<file path="src/rtl/tug_match_ctrl.sv">
// Tug-of-war match controller: push arbitration, light movement, scoring, pause/recentre, game over; CPU_LFSR_EN swaps cpuPress for an LFSR CPU.
// Latency: CPU push moves the light on the sampling edge, key push two edges after first sample; no backpressure, pushes outside PLAY are dropped.
module tug_match_ctrl #(
    parameter int NUM_LIGHTS   = 9,
    parameter int WIN_TARGET   = 7,
    parameter int PAUSE_CYCLES = 4
) (
    input  logic                  clk,
    input  logic                  hardReset_n,
    input  logic                  start,
    input  logic                  playerKey,
    input  logic                  cpuPress,
    input  logic [8:0]            difficulty,
    output logic [NUM_LIGHTS-1:0] leds,
    output logic                  playerPoint,
    output logic                  cpuPoint,
    output logic [2:0]            playerScore,
    output logic [2:0]            cpuScore,
    output logic                  gameOver,
    output logic                  winner
);

    localparam int PW = $clog2(NUM_LIGHTS);
    localparam int CW = (PAUSE_CYCLES > 1) ? $clog2(PAUSE_CYCLES) : 1;
    localparam logic [PW-1:0] CENTER = PW'((NUM_LIGHTS - 1) / 2);
    localparam logic [PW-1:0] LAST   = PW'(NUM_LIGHTS - 1);
    localparam logic [2:0]    WIN    = 3'(WIN_TARGET);
    localparam logic [CW-1:0] CNT_END = CW'(PAUSE_CYCLES - 1);

    typedef enum logic [2:0] {S_IDLE, S_PLAY, S_POINT, S_PAUSE, S_GAMEOVER} state_t;

    function automatic logic [NUM_LIGHTS-1:0] onehot(input logic [PW-1:0] p);
        onehot = {{(NUM_LIGHTS-1){1'b0}}, 1'b1} << p;
    endfunction

    state_t              r_state;
    logic [PW-1:0]       r_pos;
    logic [CW-1:0]       r_cnt;
    logic                r_sync1, r_sync2, r_key_d;
    logic                w_pp, w_pc;
    logic [PW-1:0]       w_pos_next;
    logic                w_p_pt, w_c_pt;

    always_ff @(posedge clk or negedge hardReset_n) begin
        if (!hardReset_n) begin
            r_sync1 <= 1'b0;
            r_sync2 <= 1'b0;
            r_key_d <= 1'b0;
        end else begin
            r_sync1 <= playerKey;
            r_sync2 <= r_sync1;
            r_key_d <= r_sync2;
        end
    end

    // Edge detect runs in every state, so a press seen outside PLAY is consumed.
    assign w_pp = r_sync2 & ~r_key_d;

`ifdef CPU_LFSR_EN
    logic [9:0] r_lfsr;
    logic       w_unused_cpu;
    assign w_unused_cpu = cpuPress;

    always_ff @(posedge clk or negedge hardReset_n) begin
        if (!hardReset_n) r_lfsr <= 10'h001;
        else              r_lfsr <= {r_lfsr[8:0], r_lfsr[9] ^ r_lfsr[6]};
    end

    assign w_pc = (r_lfsr < {1'b0, difficulty});
`else
    logic w_unused_diff;
    assign w_unused_diff = ^difficulty;
    assign w_pc = cpuPress;
`endif

    always_comb begin
        w_pos_next = r_pos;
        w_p_pt     = 1'b0;
        w_c_pt     = 1'b0;
        if (w_pp && !w_pc) begin
            if (r_pos == '0) w_p_pt = 1'b1;
            else             w_pos_next = r_pos - PW'(1);
        end else if (w_pc && !w_pp) begin
            if (r_pos == LAST) w_c_pt = 1'b1;
            else               w_pos_next = r_pos + PW'(1);
        end
    end

    always_ff @(posedge clk or negedge hardReset_n) begin
        if (!hardReset_n) begin
            r_state     <= S_IDLE;
            r_pos       <= CENTER;
            r_cnt       <= '0;
            leds        <= onehot(CENTER);
            playerPoint <= 1'b0;
            cpuPoint    <= 1'b0;
            playerScore <= 3'd0;
            cpuScore    <= 3'd0;
            gameOver    <= 1'b0;
            winner      <= 1'b0;
        end else begin
            playerPoint <= 1'b0;
            cpuPoint    <= 1'b0;
            case (r_state)
                S_IDLE: begin
                    if (start) r_state <= S_PLAY;
                end
                S_PLAY: begin
                    if (w_p_pt || w_c_pt) begin
                        r_state <= S_POINT;
                        leds    <= '0;
                        if (w_p_pt) begin
                            playerPoint <= 1'b1;
                            if (playerScore < WIN) playerScore <= playerScore + 3'd1;
                        end else begin
                            cpuPoint <= 1'b1;
                            if (cpuScore < WIN) cpuScore <= cpuScore + 3'd1;
                        end
                    end else begin
                        r_pos <= w_pos_next;
                        leds  <= onehot(w_pos_next);
                    end
                end
                S_POINT: begin
                    if (playerScore == WIN || cpuScore == WIN) begin
                        r_state  <= S_GAMEOVER;
                        gameOver <= 1'b1;
                        winner   <= (playerScore == WIN);
                    end else begin
                        r_state <= S_PAUSE;
                        r_cnt   <= '0;
                    end
                end
                S_PAUSE: begin
                    if (r_cnt == CNT_END) begin
                        r_state <= S_PLAY;
                        r_pos   <= CENTER;
                        leds    <= onehot(CENTER);
                    end else begin
                        r_cnt <= r_cnt + CW'(1);
                    end
                end
                S_GAMEOVER: begin
                    r_state <= S_GAMEOVER;
                end
                default: r_state <= S_IDLE;
            endcase
        end
    end

endmodule

</file>
<file path="config.mk">
export PLATFORM = sky130hd
export DESIGN_NAME = tug_match_ctrl
export DESIGN_NICKNAME = d
export VERILOG_FILES = /design/src/rtl/tug_match_ctrl.sv
export SDC_FILE = /design/constraint.sdc
export NUM_CORES = 1
export LEC_CHECK = 0
export ABC_AREA = 1
export BUFFER_PORTS_ARGS = -buffer_cell sky130_fd_sc_hd__buf_2
export CAP_MARGIN = 20
export CORE_AREA = 2 2 61 63
export DETAILED_ROUTE_END_ITERATION = 8
export DIE_AREA = 0 0 63 65
export HOLD_SLACK_MARGIN = 0.06
export PLACE_DENSITY = 0.7
export SLEW_MARGIN = 30
export SYNTH_ARGS = -nofsm -noshare
export SYNTH_HDL_FRONTEND = slang
export SYNTH_SLANG_ARGS = --single-unit
</file>
<file path="constraint.sdc">
create_clock -name clk -period 1.5 [get_ports clk]
set_input_delay 0.15 -clock clk [delete_from_list [all_inputs] [get_ports clk]]
set_output_delay 0.15 -clock clk [all_outputs]
set_load 0.05 [all_outputs]
</file>
* Yosys cells after proc, flatten, opt, wreduce, memory -nomap -nowiden
Cells that the tools add are included.
** Word-level totals
- Bits in registers :: 31
- Bits in latches :: 0
- Bits in writable memories :: 0
- Memory bits (read-only) :: 0
- Input port bits :: 14
- Output and inout bits :: 19
- Word-level logic and storage cells :: 84
- Memories kept :: 0
** Operators by class
- Add/sub/neg operators :: 5
- Multipliers :: 0
- Divide/modulo/power cells :: 0
- Order comparisons :: 2
- Equality and inequality tests :: 14
- Shift-type cells :: 1
- Muxes and demuxes :: 29
- Bitwise operators :: 3
- Reduce and logical (&&, ||, !) cells :: 17
** Operators with widths (number)
- 4-bit two-way mux :: 6
- 9-bit two-way mux :: 2
- 9-bit one-hot mux with 2 select lines :: 1
- 3-bit one-hot mux with 5 select lines :: 1
- 3-bit two-way mux :: 4
- 2-bit inequality test, second input constant :: 6
- 1-bit two-way mux :: 11
- 3-bit equality test, second input constant :: 3
- 3-bit AND reduction :: 3
- 1-bit by 4-bit left shift with 9-bit output, first input constant :: 1
- 4-bit one-hot mux with 2 select lines :: 1
- 4-bit AND reduction :: 2
- 3-bit by 1-bit adder with 3-bit output, second input constant :: 2
- 3-bit by 2-bit equality test with 1-bit output, second input constant :: 2
- 3-bit less-than comparator, second input constant :: 2
- 4-bit by 1-bit adder with 4-bit output, second input constant :: 1
- 4-bit equality test, second input constant :: 1
- 4-bit zero test :: 1
- 2-bit two-way mux :: 2
- 2-bit one-hot mux with 2 select lines :: 1
- 2-bit AND reduction :: 2
- 2-bit nonzero test :: 2
- 4-bit by 1-bit subtractor with 4-bit output, second input constant :: 1
- 3-bit by 1-bit equality test with 1-bit output, second input constant :: 1
- other kinds (8) :: 12

* Longest topological paths before layout
Gate-level depths: netlist of the first run.
- Word-level depth :: 9
- Gate-level depth with buffers :: 12
- Depth with buffers taken out :: 12

* Worst setup path after synthesis of the first run
No wires, ideal clock.
- Path kind :: flip-flop to flip-flop
- Start :: reg r_pos[0]
- End :: reg leds[3]
- Library setup time :: 0.118 ns
- Data arrival time :: 1.480 ns
- Required time :: 1.382 ns
- Path slack :: -0.098 ns
- Cell stages (with the launch flop) :: 12
- Buffers on the path :: 0
- Period minus slack after synthesis :: 1.598 ns
- Cells stage by stage :: dfrtp_1 -> inv_1 -> ha_1 -> nand3_2 -> nor2_2 -> nor2_4 -> nand2_2 -> inv_2 -> nand2_2 -> nor2_4 -> nand3_1 -> nand2_1
** Between the ends
- Longest elaborated chain between the ends :: 7
- Elaborated cells on any way between the ends :: 17
- Those cells by class :: add/sub (2); eq/ne (1); shift (1); mux (11); reduce/logical (2)
** Ends and longest elaborated chain
- from (decl) :: line 37 : logic [PW-1:0] r_pos;
- from (signal assigned) :: line 120 : r_pos <= w_pos_next;
- 4-bit by 1-bit adder with 4-bit output or 4-bit equality test (tied branches) :: line 85, 84
- 4-bit two-way mux or 1-bit two-way mux (tied branches) :: line 84 : if (r_pos == LAST) w_c_pt = 1'b1;
- 4-bit two-way mux or 1-bit two-way mux (tied branches) :: line 83 : end else if (w_pc && !w_pp) begin
- 4-bit two-way mux or 1-bit two-way mux (tied branches) :: line 80 : if (w_pp && !w_pc) begin
- 1-bit by 4-bit left shift with 9-bit output or 1-bit logical OR (tied branches) :: line 33, 109
- 9-bit two-way mux * :: line 109 : if (w_p_pt || w_c_pt) begin
- 9-bit one-hot mux with 2 select lines * :: line 104 : case (r_state)
- to (signal assigned) :: line 94 : leds <= onehot(CENTER);
- to (signal assigned) :: line 121 : leds <= onehot(w_pos_next);
- to (signal assigned) :: line 138 : leds <= onehot(CENTER);
- to (decl) :: line 14 : output logic [NUM_LIGHTS-1:0] leds,
Mark *: on every way between the ends. The rest lies on a longest branch, timed or not.
A chain may end at the register's enable or synchronous reset.

* Worst setup path in the final report of the first run
- Start :: reg r_pos[0]
- End :: reg leds[4]
Same word-level chain as after synthesis.

==> results of run 1 <==
==> placed cells by master (no fill, tap or decap), types with 8 or more instances in the layout <==
master and n:
buf_2 23, buf_4 17, dfrtp_1 27, inv_1 9, inv_2 9, nand2_1 50, nand2_2 10, nand3_1 19
nor2_1 8, o21ai_1 8
==> worst max path at each step <==
stage / startpoint / endpoint / slack [ps]
2_1_floorplan: cpuScore[1]$_DFFE_PN0P_ / r_cnt[0]$_DFFE_PN0P_ / 6
3_3_place_gp: r_pos[0]$_DFFE_PN0P_ / r_pos[2]$_DFFE_PN1P_ / -30
3_5_place_dp: r_pos[0]$_DFFE_PN0P_ / leds[0]$_DFFE_PN0P_ / -70
4_1_cts: r_pos[1]$_DFFE_PN0P_ / leds[5]$_DFFE_PN0P_ / -40
5_1_grt: r_pos[1]$_DFFE_PN0P_ / leds[1]$_DFFE_PN0P_ / -140
6_report: r_pos[0]$_DFFE_PN0P_ / leds[4]$_DFFE_PN1P_ / -1
==> what timing repair did <==
action / in CTS / in global routing
gates cloned: 0 / 0
endpoints found under the setup margin: 15 / 23
endpoints found under the hold margin: 31 / 0
gates resized for setup: 10 / 21
buffers inserted: 1 / 2
pin swaps: 9 / 12
hold buffers: 2 / 0
==> routing by layer <==
layer | wire length [um] | share of wire | global-route usage | vias to the layer above
li1 | - | - | - | 732
met1 | 1470 | 0.42 | 0.225 | 652
met2 | 1790 | 0.51 | 0.320 | 34
met3 | 159 | 0.046 | 0.0469 | 5
met4 | 57 | 0.016 | 0.0750 | 0
met5 | 0 | 0 | 0 | -
==> area by class of cell <==
class | instances | share of cell area
clock buffer | 7 | 0.0250
clock inverter | 1 | 0.00228
inverter | 20 | 0.0364
multi-input combinational | 142 | 0.415
sequential | 31 | 0.355
tap | 48 | 0.0273
timing repair buffer | 45 | 0.139
==> where the power goes <==
part	total (uW)	internal [uW]	switching, uW
Sequential	1290	1100	194
Combinational	2460	860	1600
Clock	505	227	278
==> flip-flops by register name, summed over array words and instances, names as in the netlist, 2 cells and up <==
register     flops
r_pos            4
leds             9
playerScore      3
r_cnt            2
r_state          3
cpuScore         3
==> critical path: stages (launching register included) <==
cell and delay (ps):
dfrtp_1 410, inv_2 80, ha_4 200, nand3b_1 150, nand3_1 150, nand2_2 100, nor2_4 130, nand3_1 90
a21oi_2 120
==> stage by stage <==
step           instance area [um^2]  utilization
2_1_floorplan                  1660            -
3_3_place_gp                   1970        0.564
3_5_place_dp                   1970        0.564
4_1_cts                        2100        0.601
5_1_grt                        2200        0.629
6_report                       2200        0.629
==> kinds of logic after synthesis <==
family,count (synthesis),synth area share
AOI/OAI and AO/OA,18,0.0611
xor gates and xnor gates,2,0.0107
adders and majority gates,7,0.0535
buffers and inverters,21,0.0489
DFF,31,0.475
and+or+nand+nor,115,0.351
==> run metrics, run 1 <==
clock period minus final worst setup slack=1500 ps; number of global-route vias before repair=~1400; Num CTS Buffers=5; Clock transition at path regs=90 ps; register bit count reported by yosys=31; number of hold-slack violations in the final timing report=0; most numerous cell in the Yosys netlist=nand2_1; largest net degree at the start of global routing=17; Crit path arrival time=1770 ps; RSZ-0062 raised after global routing=yes; post-synthesis async set-or-reset flop share=1.00; Synth area leaders=dfrtp_1 44%, nand2_1 13%, nand3_1 7.3%; beginning of the worst register-to-register path=r_pos[0]$_DFFE_PN0P_; worst setup slack before clock tree synthesis=-70.7 ps; count of antenna diodes in the layout=0; MaxCap Viol Count=0; leading area contributor after synthesis=dfrtp_1; layout-stage area growth over the synthesis result=34.3%; areal power density over the cells=1930 mW/mm^2; worst reg2reg endpoint=leds[4]$_DFFE_PN1P_; Total Wirelength=3.48 mm; Main synth FF type=dfrtp_1; number of I/O port buffers=23; count of pins on the block boundary=33; Detailed Place HPWL=2.57 mm; maximum buffer depth of the clock tree=2; Synth cell types=25; area occupied by multi-input gates=~910 um^2; setup violation total in the final timing report=2; minimum hold slack=185 ps; clock sinks=31; wire length of the first global-routing pass=about 5.9 mm; number of antenna violations at the first check in global routing=0; share of cells above drive strength 1=0.423; leakage power summed over all cells=0.00116 uW; TritonCTS clock tree=done; die area=0.00410 mm^2; result of the run=finished, violations left; FF+latch area=781 um^2; slack of the worst reg-to-reg path=-1 ps; capturing element type of the critical path=flip-flop; number of flops mapped to enable cells by yosys=0; count of mapped cells out of synthesis=194; sequential-to-total area share from yosys stat=0.475; Post-Synthesis Mean Instance Area=between 8 and 9 um^2; Via Count=1423; GRT Residual Overflow=0; worst IR drop on VDD=790 uV; die width=~63 um; maximum clock frequency=666 MHz; violations in the final reports=negative setup slack; share of Yosys cell area claimed by the top area cell type=0.443; final setup skew=13.3 ps; end point of the most critical hold path=r_state[0]$_DFFE_PN0P_; vertical die dimension=65 um; Post-layout nets=266; total chip power=approximately 4300 uW; Critical Setup Path Class=reg2reg; Starting Density=0.469; startpoint type of the worst setup path=flip-flop; GRT Overall Usage=0.187; number of H-tree levels=2; CP Data Required Time=1770 ps; Clk Latency, worst-skew pair=about 340 ps; Worst Slack Setup Final=-1.17 ps; Hold Startpoint=start; Net Count, Synth=215; RD Place Congestion=~0.90; total negative slack=-1.80 ps; worst hold path type=in2reg; Worst Max-Slew Pin Slew=375 ps; worst hold path cell count=4; TritonRoute pass-1 iters=4; Max Slew Vio Count=0; detailed router's first-iteration violation count=36; post-synthesis instance area=0.00164 mm^2; clk root buf=clkbuf_4; Final Cycle Share=1.00; placeable core region=0.00350 mm^2; Yosys warning count=0; Wirelength per Cell=11.8 um; Worst R2R Path Depth=8; Final Non-Filler Cells=294; filler cell count=~340; normalized max-slew margin=0.750; cell types with the highest counts after synthesis=57 x nand2_1, 29 x dfrtp_1, 24 x nand3_1; routed via count divided by cell count=4.84; largest fanout on the critical path=2; number of design rule violations left after detail routing=0; post-detailed-route count of antenna-violating nets=0; Row Count=22; number of placed instances, taps included=about 280
Power figures use the tool's default switching activity.
==> inputs of run 2 (changes only) <==
--- a/config.mk
+++ b/config.mk
@@ -5,14 +5,13 @@
 export SDC_FILE = /design/constraint.sdc
 export NUM_CORES = 1
 export LEC_CHECK = 0
-export ABC_AREA = 1
 export BUFFER_PORTS_ARGS = -buffer_cell sky130_fd_sc_hd__buf_2
 export CAP_MARGIN = 20
-export CORE_AREA = 2 2 61 63
+export CORE_AREA = 2 2 63 65
 export DETAILED_ROUTE_END_ITERATION = 8
-export DIE_AREA = 0 0 63 65
+export DIE_AREA = 0 0 65 67
 export HOLD_SLACK_MARGIN = 0.06
-export PLACE_DENSITY = 0.7
+export PLACE_DENSITY = 0.68
 export SLEW_MARGIN = 30
 export SYNTH_ARGS = -nofsm -noshare
 export SYNTH_HDL_FRONTEND = slang
==> run 2 against run 1 <==
Compared with the run above: the run still ends with negative setup slack left; power up 7.1%; die area up 6.3%; utilization up 4.7 points; count of clock-buffer cells in the layout unchanged; synthesized cell count down 14%; flip-flop and latch count unchanged; highest routed layer unchanged; synthesized area up 4.7%; largest cell class unchanged.
==> run metrics, run 2 <==
result of the run=finished, violations left; violations in the final reports=negative setup slack; Clock transition at path regs=60 ps (-30 ps); TritonRoute pass-1 iters=4 (unchanged); routed via count divided by cell count=5.53 (+14%); wire length of the first global-routing pass=7.29 mm (+23%); capturing element type of the critical path=flip-flop; largest fanout on the critical path=6 (+4); worst reg2reg endpoint=leds[5]$_DFFE_PN0P_; startpoint type of the worst setup path=flip-flop; category of cells accounting for the largest share of critical-path delay=compound AO/OA/AOI/OAI gates; die width=65 um (+3.2%); Hold Startpoint=start; register bit count reported by yosys=31 (unchanged); worst hold path type=in2reg; area occupied by multi-input gates=0.00101 mm^2 (+11%); number of hold-slack violations in the final timing report=0 (unchanged); Wirelength per Cell=15.1 um (+28%); clock period minus final worst setup slack=2070 ps (+565 ps); beginning of the worst register-to-register path=r_pos[0]$_DFFE_PN0P_; number of H-tree levels=2 (unchanged); Num CTS Buffers=5 (unchanged); minimum hold slack=242 ps (+57.1 ps); simple-gate share of the synthesized area=0.230 (-0.121); Max Slew Vio Count=0 (unchanged); Synth cell types=49 (+96%); Total Wirelength=4.31 mm (+24%); end point of the most critical hold path=r_state[0]$_DFFE_PN0P_; sequential-to-total area share from yosys stat=0.454 (-0.0215); cells traversed along the worst timing path=inv_2 > ha_4 > or3b_4 > a2111oi_4 > nor2_4 > a211o_1 > o31ai_2; number of flops mapped to enable cells by yosys=0 (unchanged); Synth area leaders=dfrtp_1 42%, ha_1 5.1%, a32o_1 4.7%; number of I/O port buffers=23 (unchanged); placeable core region=0.00361 mm^2 (+3.1%); clock sinks=31 (unchanged); share of cells above drive strength 1=0.456 (+0.0329); normalized max-slew margin=0.549 (-0.201); post-synthesis compound-gate area fraction=0.240 (+0.179); most numerous cell in the Yosys netlist=dfrtp_1; post-synthesis instance area=0.00172 mm^2 (+4.7%); count of mapped cells out of synthesis=167 (-14%); Worst R2R Path Depth=7 (-1); worst hold path cell count=4 (unchanged); count of pins on the block boundary=33 (unchanged); Critical Setup Path Class=reg2reg; GRT Overall Usage=0.228 (+0.0408); cell types with the highest counts after synthesis=29 x dfrtp_1, 17 x nand2_1, 9 x nor2_1; RSZ-0062 raised after global routing=yes; TritonCTS clock tree=done; combinational group share of total power=0.599 (+0.021); setup violation total in the final timing report=23 (+21); Yosys warning count=0 (unchanged); most frequent cells in the layout=35 x buf_4, 25 x dfrtp_1, 23 x buf_2; detailed router's first-iteration violation count=87 (+140%); Post-Synthesis Mean Instance Area=10.3 um^2 (+22%); number of design rule violations left after detail routing=0 (unchanged); register with the highest flop count=leds; layout-stage area growth over the synthesis result=42.1%; post-synthesis async set-or-reset flop share=1.00 (unchanged); Worst Slack Setup Final=-566 ps (-565 ps); part of the total power dissipated in the clock network=0.134 (+0.015); maximum buffer depth of the clock tree=2 (unchanged); Worst Max-Slew Pin Slew=677 ps (+302 ps); largest registers ranked by flip-flop count=leds (9), r_pos (4); Int Power=2560 uW (+17%); MaxCap Viol Count=0 (unchanged); leading cell type in the layout, fill and taps excluded=buf_4; largest family of logic cells by synthesized area=compound AO/OA/AOI/OAI gates; final setup skew=4.40 ps (-8.89 ps); Via Count=1577 (+11%); Buf/Inv on CP=1 (unchanged); Detailed Place HPWL=3.11 mm (+21%); slowest cell on the critical path=a2111oi_4; Clk Latency, worst-skew pair=280 ps (-60 ps); worst IR drop on VDD=1170 uV (+48%); net switching power figure=1990 uW (-3.7%); die area=0.00436 mm^2 (+6.3%); Net Count, Synth=188 (-13%); mux cell area share after synthesis=0 (unchanged); largest net degree at the start of global routing=32 (+15); clk root buf=clkbuf_8; Crit path arrival time=2250 ps (+480 ps); Post-Synth XOR/XNOR Area=0.00511 (-0.00559); Starting Density=0.476 (+0.00721); FF+latch area=783 um^2 (+0.32%); post-detailed-route count of antenna-violating nets=0 (unchanged); peak per-stage delay on the critical path=410 ps (about the same); RD Place Congestion=0.829 (-7.4%); flip-flop count of the largest register after layout=9 (unchanged); Post-Synth Adder-Cell Area=0.0511 (-0.00242); slack of the worst reg-to-reg path=-570 ps (-560 ps); number of global-route vias before repair=1523 (+8.5%); GRT Residual Overflow=0 (unchanged); Main synth FF type=dfrtp_1; maximum clock frequency=484 MHz (-27%); Row Count=22 (unchanged); count of antenna diodes in the layout=0 (unchanged); areal power density over the cells=1870 mW/mm^2 (-3.4%); final core utilization=0.676 (+0.0467); Switching Fraction=0.438 (-0.0488); Sequential Power Share=0.267 (-0.036); CP Data Required Time=1690 ps (-80 ps); Post-layout nets=257 (-3.4%); vertical die dimension=67 um (+3.1%); share of Yosys cell area claimed by the top area cell type=0.423 (-0.0200); number of antenna violations at the first check in global routing=0 (unchanged); filler cell count=282 (-18%); Final Cycle Share=1.38 (+0.377); leading area contributor after synthesis=dfrtp_1; leakage power summed over all cells=0.00110 uW (-4.9%)
-- run 2: cell families after synthesis --
logic type               count (synthesis)
AO/OA/AOI/OAI                           49
XOR/XNOR                                 1
adder cells (fa/ha/maj)                  7
buffers and inverters                    9
flip-flops                              31
AND/OR/NAND/NOR                         70
-- run 2: final cells by class --
class	instances	area share
well taps	48	0.0246
inverters	4	0.00616
flip-flops and latches	31	0.321
repair buffers	67	0.199
clock inverters	1	0.00205
clock buffers	7	0.0313
multi-input cells	127	0.415
-- run 2: per-layer routing --
metal | share of wire | vias up | track usage
met1 | 0.43 | 767 | 0.277
met3 | 0.042 | 7 | 0.0422
met5 | 0 | - | 0
met4 | 0.019 | 0 | 0.0878
met2 | 0.51 | 37 | 0.398
li1 | - | 766 | -
-- run 2: worst max path at each step --
stage                              start             endpoint  slack (ps)  cells after the start
detailed placement  r_pos[0]$_DFFE_PN0P_  leds[1]$_DFFE_PN0P_        -550                      7
global route        r_pos[0]$_DFFE_PN0P_  leds[5]$_DFFE_PN0P_        -610                      7
finish              r_pos[0]$_DFFE_PN0P_  leds[5]$_DFFE_PN0P_        -570                      7
global placement    r_pos[0]$_DFFE_PN0P_  leds[1]$_DFFE_PN0P_        -460                      7
CTS                 r_pos[0]$_DFFE_PN0P_  leds[5]$_DFFE_PN0P_        -520                      7
floorplan           r_pos[1]$_DFFE_PN0P_  leds[1]$_DFFE_PN0P_        -490                      7
-- run 2: worst min-delay path: cells and delay by family --
kind | cells | cell delay, ps
buffers and inverters | 1 | 90
AND/OR/NAND/NOR | 1 | 80
AO/OA/AOI/OAI | 2 | 160
-- run 2: metrics by stage --
stage	TNS, ps	area (um^2)	setup WS (ps)	total power (uW)	instances
final	-8840	2440	-566	4550	285
after global routing	-10430	2440	-610	4820	285
after CTS	-7790	2420	-521	4480	283
after detailed placement	-7640	2210	-546	3700	268
after global placement	-6450	2210	-457	3610	268
after floorplan	-5230	1780	-489	2860	167
-- run 2: power by group through the flow --
stage	sequential [uW]	clock [uW]	combinational [uW]
finish	1220	609	2730
global route	1240	670	2910
CTS	1210	624	2650
detailed placement	1220	0	2470
global placement	1200	0	2410
floorplan	1640	0	1220
-- run 2: timing repair --
action,CTS,global route
pin swaps,10,14
setup endpoints to repair,23,23
setup buffers,6,4
hold buffers,2,0
gates resized for setup,18,3
hold endpoints to repair,30,0
